File: src/rtl/sequence_detector.sv
// Moore detector for the serial pattern 1-0-1-1 with overlapping matches.
// detector_out is registered and pulses for one cycle in the MATCH state.
module sequence_detector (
    input  logic clock,
    input  logic reset,
    input  logic sequence_in,
    output logic detector_out
);

    typedef enum logic [2:0] {
        S0    = 3'd0,
        S1    = 3'd1,
        S10   = 3'd2,
        S101  = 3'd3,
        S1011 = 3'd4
    } state_t;

    state_t state;

    // The output register is loaded with the decode of the next state, so it
    // always equals (state == S1011) without any combinational path from input.
    // An X/Z input fails the == 1'b1 test and follows the "0" branch.
    always_ff @(posedge clock) begin
        if (reset) begin
            state        <= S0;
            detector_out <= 1'b0;
        end else begin
            detector_out <= 1'b0;
            case (state)
                S0: begin
                    if (sequence_in == 1'b1) state <= S1;
                    else                     state <= S0;
                end
                S1: begin
                    if (sequence_in == 1'b1) state <= S1;
                    else                     state <= S10;
                end
                S10: begin
                    if (sequence_in == 1'b1) state <= S101;
                    else                     state <= S0;
                end
                S101: begin
                    if (sequence_in == 1'b1) begin
                        state        <= S1011;
                        detector_out <= 1'b1;
                    end else begin
                        state <= S10;
                    end
                end
                // The trailing 1 of a match doubles as the first bit of the next one.
                S1011: begin
                    if (sequence_in == 1'b1) state <= S1;
                    else                     state <= S10;
                end
                default: begin
                    state <= S0;
                end
            endcase
        end
    end

endmodule

File: config.mk
export PLATFORM = sky130hd
export DESIGN_NAME = sequence_detector
export DESIGN_NICKNAME = d
export VERILOG_FILES = /design/src/rtl/sequence_detector.sv
export SDC_FILE = /design/constraint.sdc
export NUM_CORES = 1
export LEC_CHECK = 0
export ABC_AREA = 0
export CAP_MARGIN = 20
export CORE_AREA = 2 2 39 41
export CTS_CLUSTER_SIZE = 12
export DETAILED_ROUTE_END_ITERATION = 10
export DIE_AREA = 0 0 41 43
export GPL_ROUTABILITY_DRIVEN = 0
export PLACE_DENSITY_LB_ADDON = 0.15
export SYNTH_ARGS = -nofsm -noshare
export SYNTH_HDL_FRONTEND = slang
export SYNTH_SLANG_ARGS = --single-unit
File: constraint.sdc
create_clock -name clock -period 0.9 [get_ports clock]
set_input_delay 0.135 -clock clock [delete_from_list [all_inputs] [get_ports clock]]
set_output_delay 0.135 -clock clock [all_outputs]
set_load 0.01 [all_outputs]
==> results.sh <==
export IMPL_status="complete, but fails checks"
export IMPL_violations="setup timing"
export IMPL_drc=0
export IMPL_grt_pass1_wl_um=483
export IMPL_vias_per_cell=3.838
export IMPL_antenna_found_initial=0
export IMPL_grt_max_degree=6
export IMPL_portBuffers=3
export IMPL_synth_cell_area_um2=156.4
export IMPL_peakVddDrop_mv=0.7668
export IMPL_drtIter0Drc=0
export IMPL_cts_tree="built"
export IMPL_cts_root_buf="clkbuf_4"
export IMPL_hold_class="in -> reg"
export IMPL_ys_warn_count=0
export IMPL_holdWs_ps=401.0
export IMPL_synth_top_area_cell="dfxtp_1"
export IMPL_post_dp_cell_area_um2=216.5
export IMPL_postLayoutCellArea_um2=247.7
export IMPL_fin_cells=37
export IMPL_antenna_cells=0
export IMPL_clock_latency_ps=240
export IMPL_synth_avg_cell_area_um2=12.03
export IMPL_tightest_slew_ps=166.5
export IMPL_num_rows=14
export IMPL_coreArea_mm2=0.001384
export IMPL_die_h_um=43
export IMPL_die_x_um=41
export IMPL_fin_tns_setup_ps=-217.6
export IMPL_routed_wl_um=337
export IMPL_ant_nets=0
export IMPL_dpl_cell_count=33
export IMPL_crit_fanout=3
export IMPL_yosysTopAreaCellShare=0.5120
export IMPL_io_pins=4
export IMPL_firstDrtPassIters=1
export IMPL_final_hold_viol_count=0
export IMPL_syn_nets=16
export IMPL_clock_fmax_mhz=932.6
export IMPL_hold_buffers=0
export IMPL_synth_seq_cells=4
export IMPL_numCtsBuffers=3
export IMPL_required_ps=1050
export IMPL_grt_usage=0.05105
export IMPL_drive_above_1_share=0.5714
export IMPL_start_util=0.1130
export IMPL_synth_seq_area_share=0.5120
export IMPL_drv_slew=0
export IMPL_power_leakage_nw=0.09120
export IMPL_cts_sinks=4
export IMPL_fin_util=0.1790
export IMPL_finalSetupViolCount=2
export IMPL_crit_path_end_kind="flip-flop"
export IMPL_fin_nets=26
export IMPL_rsz0062_at_grt="true"
export IMPL_post_route_period_util=1.191
export IMPL_vias=142
export IMPL_cap_viol_max_count=0
export IMPL_final_cell_mix="clkbuf_4, dfxtp_2, nor3b_1, buf_4"
export IMPL_htreeDepth=1
export IMPL_grt_pass1_vias=121
export IMPL_clockBufferDepth=2
export IMPL_max_slew_margin=0.8886
export IMPL_grt_overflow_total=0
export IMPL_period_needed_ps=1072
export IMPL_crit_type="reg -> reg"
export IMPL_synth_area_top_cells="dfxtp_1, nor3b_1, or4bb_1, maj3_1, or4b_1"
export IMPL_area_delta_synth_final_pct=58.40
export IMPL_design_die_area_mm2=0.001763
export IMPL_synth_cell_types=8
export IMPL_critPathLaunchType="flip-flop"
export IMPL_synth_cells=13
export IMPL_power_density_mw_per_mm2=1812
export IMPL_wire_per_inst_um=9.108
export IMPL_layout_setup_ws_ps=-172.3
export IMPL_finClkSkew_ps=4.870
export IMPL_clk_pin_slew_ps=40
export IMPL_critPathArrivalTime_ps=1230
-- kinds of logic (layout without fill, tap and decap cells) --
logic type | count (synthesis) | in the layout | synth area share
and+or+nand+nor | 7 | 7 | 0.3840
DFF | 4 | 4 | 0.5120
adders and majority gates | 1 | 1 | 0.06400
AOI/OAI and AO/OA | 1 | 1 | 0.04003
buffers and inverters | 0 | 8 | 0
-- state kept, by name, indices dropped and copies added (netlist names) --
register	count
detector_out	1
state	3
-- worst max-delay path, cell delays in order (launching register included) --
cell,delay [ps]
dfxtp_2,310
or4b_1,500
a31oi_1,180
-- layer usage --
layer | vias to the layer above | track usage | routed length, um
met1 | 65 | 0.05732 | 185
li1 | 68 | - | -
met5 | - | 0 | 0
met2 | 9 | 0.03750 | 115
met4 | 0 | 0.06000 | 0
met3 | 0 | 0.06283 | 35
-- power by group --
part           internal (mW)  switching, mW  total [mW]
clock network          0.150         0.0826       0.232
registers              0.184        0.00432       0.188
logic                 0.0189        0.00977      0.0286
-- cell usage after synthesis, drive strengths merged --
cell type and n:
dfxtp 4, nor3b 3, a31oi 1, maj3 1
nand3b 1, or3b 1, or4b 1, or4bb 1
-- through the flow --
| stage | total power [mW] | setup slack (ps) |
|---|---|---|
| after CTS | 0.4585 | -158.6 |
| final | 0.4490 | -172.3 |
| after global placement | 0.2163 | -446.8 |
| after floorplan | 0.1982 | -105.5 |
| after global routing | 0.4716 | -198.8 |
| after detailed placement | 0.2167 | -486.4 |
-- what timing repair did --
item	in CTS	in global routing
setup buffers	1	0
pin swaps	2	2
endpoints found under the setup margin	3	3
gates resized for setup	6	2
-- final cells by class --
type / instances / area [um2]
clock buffers: 3 / 22.52
multi-input cells: 9 / 82.58
well taps: 16 / 20.02
flip-flops and latches: 4 / 83.83
fillers: 153 / 1136
repair buffers: 5 / 38.79
-- path summary, 6_finish.rpt --
kind | from | end | slack (ps) | cells past startpoint
max | state[1]$_SDFF_PP0_ | state[1]$_SDFF_PP0_ | -170 | 2
min reg2reg | state[0]$_SDFF_PP0_ | state[2]$_SDFF_PP0_ | 520 | 2
max reg2reg | state[1]$_SDFF_PP0_ | state[1]$_SDFF_PP0_ | -170 | 2
min | sequence_in | state[1]$_SDFF_PP0_ | 400 | 3
Power figures use the tool's default switching activity.
